===== src/rtl/serial_subtractor.sv =====
// Bit-serial unsigned subtractor: one bit per clock, LSB first.
// Result, borrow-out and zero flag are published only on completion.
module serial_subtractor #(
    parameter int WIDTH = 8
) (
    input  logic             clk,
    input  logic             rst,
    input  logic             start,
    input  logic [WIDTH-1:0] a,
    input  logic [WIDTH-1:0] b,
    output logic             busy,
    output logic             done,
    output logic [WIDTH-1:0] diff,
    output logic             bout,
    output logic             zero
);

    localparam int CW = $clog2(WIDTH) + 1;
    localparam logic [CW-1:0] LAST = CW'(WIDTH - 1);

    typedef enum logic [1:0] {
        IDLE,
        SHIFT,
        DONE
    } state_t;

    state_t state;
    state_t state_nx;

    logic [WIDTH-1:0] a_sr;
    logic [WIDTH-1:0] b_sr;
    logic [WIDTH-1:0] res_sr;
    logic [WIDTH-1:0] res_nx;
    logic [CW-1:0]    cnt;
    logic             br;
    logic             d;
    logic             br_nx;
    logic             last_bit;

    assign d        = a_sr[0] ^ b_sr[0] ^ br;
    assign br_nx    = (~a_sr[0] & b_sr[0]) | (~(a_sr[0] ^ b_sr[0]) & br);
    assign res_nx   = {d, res_sr[WIDTH-1:1]};
    assign last_bit = (cnt == LAST);

    always_ff @(posedge clk or posedge rst) begin
        if (rst) begin
            state <= IDLE;
        end else begin
            state <= state_nx;
        end
    end

    always_comb begin
        state_nx = state;
        busy     = 1'b0;
        done     = 1'b0;
        unique case (state)
            IDLE: begin
                if (start) begin
                    state_nx = SHIFT;
                end
            end
            SHIFT: begin
                busy = 1'b1;
                if (last_bit) begin
                    state_nx = DONE;
                end
            end
            DONE: begin
                done     = 1'b1;
                state_nx = IDLE;
            end
            default: begin
                state_nx = IDLE;
            end
        endcase
    end

    // Published outputs change only on the final bit, so diff never shows partial sums.
    always_ff @(posedge clk or posedge rst) begin
        if (rst) begin
            a_sr   <= '0;
            b_sr   <= '0;
            res_sr <= '0;
            cnt    <= '0;
            br     <= 1'b0;
            diff   <= '0;
            bout   <= 1'b0;
            zero   <= 1'b1;
        end else begin
            unique case (state)
                IDLE: begin
                    if (start) begin
                        a_sr   <= a;
                        b_sr   <= b;
                        res_sr <= '0;
                        cnt    <= '0;
                        br     <= 1'b0;
                    end
                end
                SHIFT: begin
                    a_sr   <= a_sr >> 1;
                    b_sr   <= b_sr >> 1;
                    res_sr <= res_nx;
                    br     <= br_nx;
                    cnt    <= cnt + 1'b1;
                    if (last_bit) begin
                        diff <= res_nx;
                        bout <= br_nx;
                        zero <= (res_nx == '0);
                    end
                end
                default: begin
                end
            endcase
        end
    end

endmodule

===== config.mk =====
export PLATFORM = sky130hd
export DESIGN_NAME = serial_subtractor
export DESIGN_NICKNAME = d
export VERILOG_FILES = /design/src/rtl/serial_subtractor.sv
export SDC_FILE = /design/constraint.sdc
export NUM_CORES = 1
export LEC_CHECK = 0
export BUFFER_PORTS_ARGS = -buffer_cell sky130_fd_sc_hd__buf_2
export CAP_MARGIN = 20
export CORE_MARGIN = 3
export CORE_UTILIZATION = 30
export DETAILED_ROUTE_END_ITERATION = 16
export PLACE_DENSITY = 0.5
export SYNTH_ARGS = -nofsm -noshare
export SYNTH_HDL_FRONTEND = slang
export SYNTH_SLANG_ARGS = --single-unit

===== constraint.sdc =====
create_clock -name clk -period 1.95 [get_ports clk]
set_input_delay 0.195 -clock clk [delete_from_list [all_inputs] [get_ports clk]]
set_output_delay 0.195 -clock clk [all_outputs]
set_load 0.01 [all_outputs]

==> Implementation_results.wiki, run 1 <==
{| class="wikitable"
! Metric !! Value
|-
| Diode insertion count for antenna repair || 0
|-
| Required time at the endpoint of the critical path || 2.13 ns
|-
| Number of failing hold endpoints at the final stage || 0
|-
| CORE AREA || ~5600 um^2
|-
| RSZ-0062 raised after global routing || no
|-
| Switching power of the nets || between 0.001 and 0.0015 W
|-
| Via count of the first global-routing pass || between 1,000 and 1,500
|-
| Area taken by flip-flops and latches || roughly 1000 um^2
|-
| Vias || between 1,000 and 1,500
|-
| TritonCTS Buffers || 5
|-
| Hold-fix buffers at CTS || 0
|-
| CTS root buffer || clkbuf_8
|-
| Endpoint type of the worst setup path || register
|-
| Final Slew Violations || 0
|-
| Post-cts resize count || 0
|-
| Critical Path Fanout Max || 8
|-
| Maximum vdd drop || 0.000466 V
|-
| Fillers || approximately 570
|-
| Die outline height || between 80 and 90 um
|-
| Reported max-cap violation count || 0
|-
| Sw frac || about a third
|-
| Area occupied by multi-input gates || 703 um^2
|-
| Largest net degree at the start of global routing || between 40 and 50
|-
| DRC errors left || 0
|-
| Count of flip-flops with a built-in enable after synthesis || 0
|-
| Total routing usage reported by global routing || around 12%
|-
| Arrival time worst endpoint || about 1.9 ns
|-
| Wire length per cell after detailed routing || about 15 um
|-
| Mean Syn Cell Area || 11.9 um^2
|-
| Global-route wire length before repair || about 6400 um
|-
| Final clock skew || between 0.006 and 0.007 ns
|-
| Port bufs || 30
|-
| Count of cell types in the netlist || 31
|-
| Number of antenna violations at the first check in global routing || 0
|-
| Relative area change from synthesis to final layout || 17.8%
|-
| CP Launch Type || register
|-
| Maximum root-to-sink buffer count || 2
|-
| Internal Pwr Total || 0.00197 W
|-
| Final Hold Slack || 0.00971 ns
|-
| Area of the mapped netlist || 1790 um^2
|-
| Dpl hpwl || 2480 um
|-
| Final Cycle Share || between 80% and 90%
|-
| Share of total power in combinational logic || between 30% and 40%
|-
| Leakage dissipation || 1.04 nW
|-
| Count of mapped cells out of synthesis || 150
|-
| Max Clk Rate || 0.590 GHz
|-
| Ratio of total power to cell area || about 1400 nW/um^2
|-
| Setup TNS Final || 0 ns
|-
| WS Path Type || register to register
|-
| Syn nets || between 150 and 200
|-
| Starting Density || 31.7%
|-
| Most used flip-flop cell after synthesis || dfrtp_1
|-
| Number of warning messages in the yosys log || 0
|-
| Ratio of cells with drive above 1 in the final layout || just under 30%
|-
| Count of endpoints failing setup in the final report || 0
|-
| Slew at the pin with the worst max-slew slack || ~0.52 ns
|-
| Final routed wirelength across all metal layers || 3770 um
|-
| Number of DRC markers after the initial detailed-route iteration || 55
|-
| Worst rel slew slack || between 60 and 70%
|-
| TritonCTS clock tree || yes
|-
| Share of synthesized flip-flops with an asynchronous set or reset || 100%
|-
| Sequential share of power || a little under half
|-
| Sink Count || 40
|-
| GPL Wtd Cong || approximately 0.75
|-
| Number of nets still failing antenna checks after routing || 0
|-
| CTS H-tree depth || 2
|-
| Via density || just under 5
|-
| Proportion of synthesized chip area in sequential cells || 56.1%
|-
| Count of state elements after synthesis || 40
|-
| Worst hold-check path type || input port to async pin
|-
| Worst setup path startpoint || cnt[0]
|-
| X dimension of the die || about 83 um
|-
| Die ar. || between 6000 and 7000 um^2
|-
| Total grt overflow || 0
|-
| Clock latency on the worst-skew pair || about 0.30 ns
|-
| Number of top-level pins || 31
|-
| Setup Fix Bufs, Post-CTS || 0
|-
| Result of the run || finished clean
|-
| First-pass detailed-route iteration total || 4
|-
| Post-layout minimum cycle time || 1.69 ns
|-
| Clock transition time at the flip-flop clock pins of the worst setup and hold paths || 0.08 ns
|-
| # rows || 27
|-
| Nets@finish || 205
|-
| Origin of the critical flop-to-flop path || cnt[0]
|-
| Clock power frac || about a fifth
|}
-- power by group through the flow --
stage	sequential [W]	clock [W]	combinational (W)
floorplan	0.00139	0	0.000748
global placement	0.00139	0	0.00101
detailed placement	0.00141	0	0.00104
CTS	0.00139	0.000600	0.00105
global route	0.00144	0.000627	0.00118
finish	0.00139	0.000575	0.00104
-- placed cells by master (no fill, tap or decap), drive strengths merged, types with 2 or more instances in the layout --
master and count:
inv 7, a21oi 11, o21ai 14, and3b 10, nor4 2, clkbuf 8, mux2 8, dfrtp 39
a22o 11, nand2 17, buf 35, nand2b 2, o22ai 2, and2b 2, a22oi 4, mux2i 3
-- kinds of logic (layout without fill, tap and decap cells) --
family / Yosys count / in the layout / synth area share (%)
simple gates: 37 / 37 / 12.9
flops: 40 / 40 / 56.1
mux: 11 / 11 / 8.19
fa+ha+maj: 2 / 2 / 1.82
buf+inv: 15 / 50 / 4.62
compound gates: 45 / 45 / 16.4
-- cell usage after synthesis, drive strengths merged (2+ instances only) --
cell type  count  area share [%]
and3b         10             4.9
mux2           8             6.5
dfrtp         39              55
nand2b         2             1.1
clkbuf         2            0.42
nor4           2            0.70
o21ai         14             3.9
mux2i          3             1.7
o22ai          2            0.70
inv            7             1.5
and2b          2            0.84
a21oi         11             3.3
buf            6             2.7
nand2         17             3.6
a22o          11             5.4
a22oi          4             1.7
-- registers in the layout, indices dropped and copies added (netlist names) --
name,flops
a_sr,8
b_sr,8
diff,8
res_sr,7
cnt,4
state,2
bout,1
br,1
zero,1
-- cell type report --
| class | instances | share of cell area [%] |
|---|---|---|
| Sequential cell | 40 | 47.6 |
| Tap cell | 72 | 4.28 |
| Multi-Input combinational cell | 95 | 33.4 |
| Timing Repair Buffer | 35 | 9.26 |
| Clock buffer | 8 | 4.28 |
| Inverter | 7 | 1.25 |
-- per-stage QoR --
step	power [W]	setup slack [ns]	util, %	instances	cell area [um^2]
after floorplan	0.00214	0.550	-	150	1790
after global placement	0.00240	0.205	35.5	248	2000
after detailed placement	0.00245	0.170	35.5	248	2000
after CTS	0.00304	0.160	37.1	256	2090
after global routing	0.00324	0.109	37.3	257	2110
final	0.00300	0.256	37.3	257	2110
-- path summary, 6_finish.rpt --
path / to / slack [ns] / cells after the start
max in group asynchronous: b_sr[1] / 1.57 / 3
hold / removal: diff[0] / 0.01 / 3
min in group clk: b_sr[7] / 0.12 / 2
setup / recovery: diff[0] / 0.26 / 5
hold reg to reg: zero / 0.47 / 2
setup reg to reg: diff[0] / 0.26 / 5
-- worst max-delay path, stage by stage, from the launching register on --
cell and delay (ns):
dfrtp_1 0.42, ha_1 0.23, nand2_1 0.12, nor3_4 0.24, buf_4 0.25, mux2_4 0.31
-- metal layers --
layer  part of all wire (%)  global-route usage [%]  up-vias
li1                       -                       -      600
met5                      0                       0        -
met1                     46                    14.6      605
met2                     47                    18.5       32
met4                    1.8                    4.90        0
met3                    5.4                    3.37        7
No activity file was read; power rests on OpenSTA's default activity.
==> run 2, diff against run 1 <==
--- a/config.mk
+++ b/config.mk
@@ -11,6 +11,7 @@
 export CORE_UTILIZATION = 30
 export DETAILED_ROUTE_END_ITERATION = 16
 export PLACE_DENSITY = 0.5
+export RECOVER_POWER = 25
 export SYNTH_ARGS = -nofsm -noshare
 export SYNTH_HDL_FRONTEND = slang
 export SYNTH_SLANG_ARGS = --single-unit
==> Implementation_results.wiki, run 2 (synthesis results as in run 1) <==
{| class="wikitable"
! Metric !! Value
|-
| Result of the run || finished clean (unchanged)
|-
| Slew at the pin with the worst max-slew slack || 1.00 ns (was 0.518 ns)
|-
| Required time at the endpoint of the critical path || 2.13 ns (about the same)
|-
| Sink Count || 40 (unchanged)
|-
| Number of DRC markers after the initial detailed-route iteration || 55 (unchanged)
|-
| Endpoint type of the worst setup path || register (unchanged)
|-
| CTS root buffer || clkbuf_8 (unchanged)
|-
| Design Power || 0.00300 W (about the same)
|-
| CORE AREA || 5640 um^2 (unchanged)
|-
| Setup TNS Final || 0 ns (unchanged)
|-
| Wire length per cell after detailed routing || 14.7 um (unchanged)
|-
| Leakage dissipation || 1.03 nW (was 1.04 nW)
|-
| Final routed wirelength across all metal layers || 3770 um (unchanged)
|-
| Largest net degree at the start of global routing || 41 (unchanged)
|-
| RSZ-0062 raised after global routing || no (unchanged)
|-
| Post-layout minimum cycle time || 1.69 ns (unchanged)
|-
| Maximum vdd drop || 0.000466 V (about the same)
|-
| TritonCTS Buffers || 5 (unchanged)
|-
| Critical hold path startpoint || b[7]
|-
| Clock latency on the worst-skew pair || 0.30 ns (about the same)
|-
| GPL Wtd Cong || 0.749 (unchanged)
|-
| Worst hold-check path type || input port to register (was input port to async pin)
|-
| Reported max-cap violation count || 0 (unchanged)
|-
| Cell count of the worst reg-to-reg path || 5 (unchanged)
|-
| Hold-fix buffers at CTS || 0 (unchanged)
|-
| Starting Density || 31.7% (unchanged)
|-
| Nets@finish || 205 (unchanged)
|-
| First-pass detailed-route iteration total || 4 (unchanged)
|-
| Setup Fix Bufs, Post-CTS || 0 (unchanged)
|-
| Arrival time worst endpoint || 1.88 ns (about the same)
|-
| Series of cell instances along the critical path || ha_1, nand2_1, nor3_4, buf_4, mux2_4 (unchanged)
|-
| Origin of the critical flop-to-flop path || cnt[0] (unchanged)
|-
| Maximum root-to-sink buffer count || 2 (unchanged)
|-
| Number of failing hold endpoints at the final stage || 0 (unchanged)
|-
| CTS H-tree depth || 2 (unchanged)
|-
| # rows || 27 (unchanged)
|-
| Number of antenna violations at the first check in global routing || 0 (unchanged)
|-
| Diode insertion count for antenna repair || 0 (unchanged)
|-
| Critical Path Fanout Max || 8 (unchanged)
|-
| Die ar. || 6920 um^2 (unchanged)
|-
| Via count of the first global-routing pass || 1,333 (unchanged)
|-
| Most frequent standard cell in the layout excluding fill and tap cells || dfrtp_1 (unchanged)
|-
| CP Launch Type || register (unchanged)
|-
| Count of endpoints failing setup in the final report || 0 (unchanged)
|-
| WHS Endpoint || b_sr[7]
|-
| Ratio of cells with drive above 1 in the final layout || 29.7% (unchanged)
|-
| X dimension of the die || 83.2 um (unchanged)
|-
| Maximum cell stage delay along the critical path || 0.42 ns (about the same)
|-
| Highest-delay cell along the critical path || dfrtp_1 (unchanged)
|-
| Relative area change from synthesis to final layout || 17.7% (was 17.8%)
|-
| DRC errors left || 0 (unchanged)
|-
| Ratio of total power to cell area || 1430 nW/um^2 (about the same)
|-
| WS Path Type || register to register (unchanged)
|-
| TritonCTS clock tree || yes (unchanged)
|-
| Port bufs || 30 (unchanged)
|-
| Max Clk Rate || 0.590 GHz (unchanged)
|-
| Number of top-level pins || 31 (unchanged)
|-
| Biggest registers after layout || a_sr x8, b_sr x8, diff x8 (unchanged)
|-
| Worst rel slew slack || 33.0% (was 65.4%)
|-
| Total routing usage reported by global routing || 11.6% (unchanged)
|-
| Via density || 4.84 (unchanged)
|-
| Dpl hpwl || 2480 um (unchanged)
|-
| Kind of cell adding the most delay to the critical path || flip-flops (unchanged)
|-
| Final Slew Violations || 0 (unchanged)
|-
| Depth of the worst hold-timing path || 2
|-
| Die outline height || 83.2 um (unchanged)
|-
| Global-route wire length before repair || 6410 um (unchanged)
|-
| Worst reg-to-reg setup slack || 0.26 ns (about the same)
|-
| Clock transition time at the flip-flop clock pins of the worst setup and hold paths || 0.08 ns (about the same)
|-
| Post-cts resize count || 0 (unchanged)
|-
| Number of nets still failing antenna checks after routing || 0 (unchanged)
|-
| Final clock skew || 0.00658 ns (unchanged)
|-
| Vias || 1,244 (unchanged)
|-
| Most used cells in the layout excluding fill and tap cells || 39 x dfrtp_1, 30 x buf_2, 17 x nand2_1, 14 x o21ai_0, 11 x a22o_1 (unchanged)
|-
| Buffers and inverters on the worst path || 1 (unchanged)
|-
| Critical register-to-register path endpoint || diff[0] (unchanged)
|-
| Total grt overflow || 0 (unchanged)
|-
| Final Cycle Share || 86.9% (unchanged)
|}
[run 2: cell types whose count changed in the layout (fill, tap and decap cells not counted), sizes merged]
cell	before	now
buf	35	34
clkbuf	8	9
[run 2: worst max path at each step]
stage | startpoint | to | slack (ns) | cells after the start
6_report | cnt[0] | diff[0] | 0.26 | 5
5_1_grt | cnt[0] | diff[4] | 0.11 | 5
4_1_cts | state[0] | cnt[3] | 0.16 | 3
3_5_place_dp | state[0] | cnt[3] | 0.17 | 3
3_3_place_gp | state[0] | cnt[3] | 0.20 | 3
2_1_floorplan | a_sr[0] | zero | 0.55 | 4
[run 2: metrics by stage]
| step | utilization, % | instance area, um^2 | hold WS (ns) | std cells | setup WS [ns] |
|---|---|---|---|---|---|
| floorplan | - | 1790 | 0.328 | 150 | 0.550 |
| global placement | 35.5 | 2000 | 0.344 | 248 | 0.205 |
| detailed placement | 35.5 | 2000 | 0.360 | 248 | 0.170 |
| CTS | 37.1 | 2090 | 0.0306 | 256 | 0.160 |
| global route | 37.3 | 2100 | 0.117 | 257 | 0.109 |
| finish | 37.3 | 2100 | 0.118 | 257 | 0.256 |
[run 2: per-layer routing]
metal / global-route usage [%] / routed length (um) / up-vias
li1: - / - / 600
met1: 14.6 / 1720 / 605
met2: 18.5 / 1780 / 32
met3: 3.37 / 203 / 7
met4: 4.90 / 68 / 0
met5: 0 / 0 / -
[run 2: layout make-up]
class / count / area (um^2)
well taps: 72 / 90.1
fillers: 566 / 3540
clock buffers: 8 / 90.1
repair buffers: 35 / 193
flip-flops and latches: 40 / 1000
multi-input cells: 95 / 703
inverters: 7 / 26.3
[run 2: power by group]
group | switching, W | internal (W)
logic | 0.000510 | 0.000532
clock network | 0.000286 | 0.000289
registers | 0.000238 | 0.00115
total | 0.00103 | 0.00197
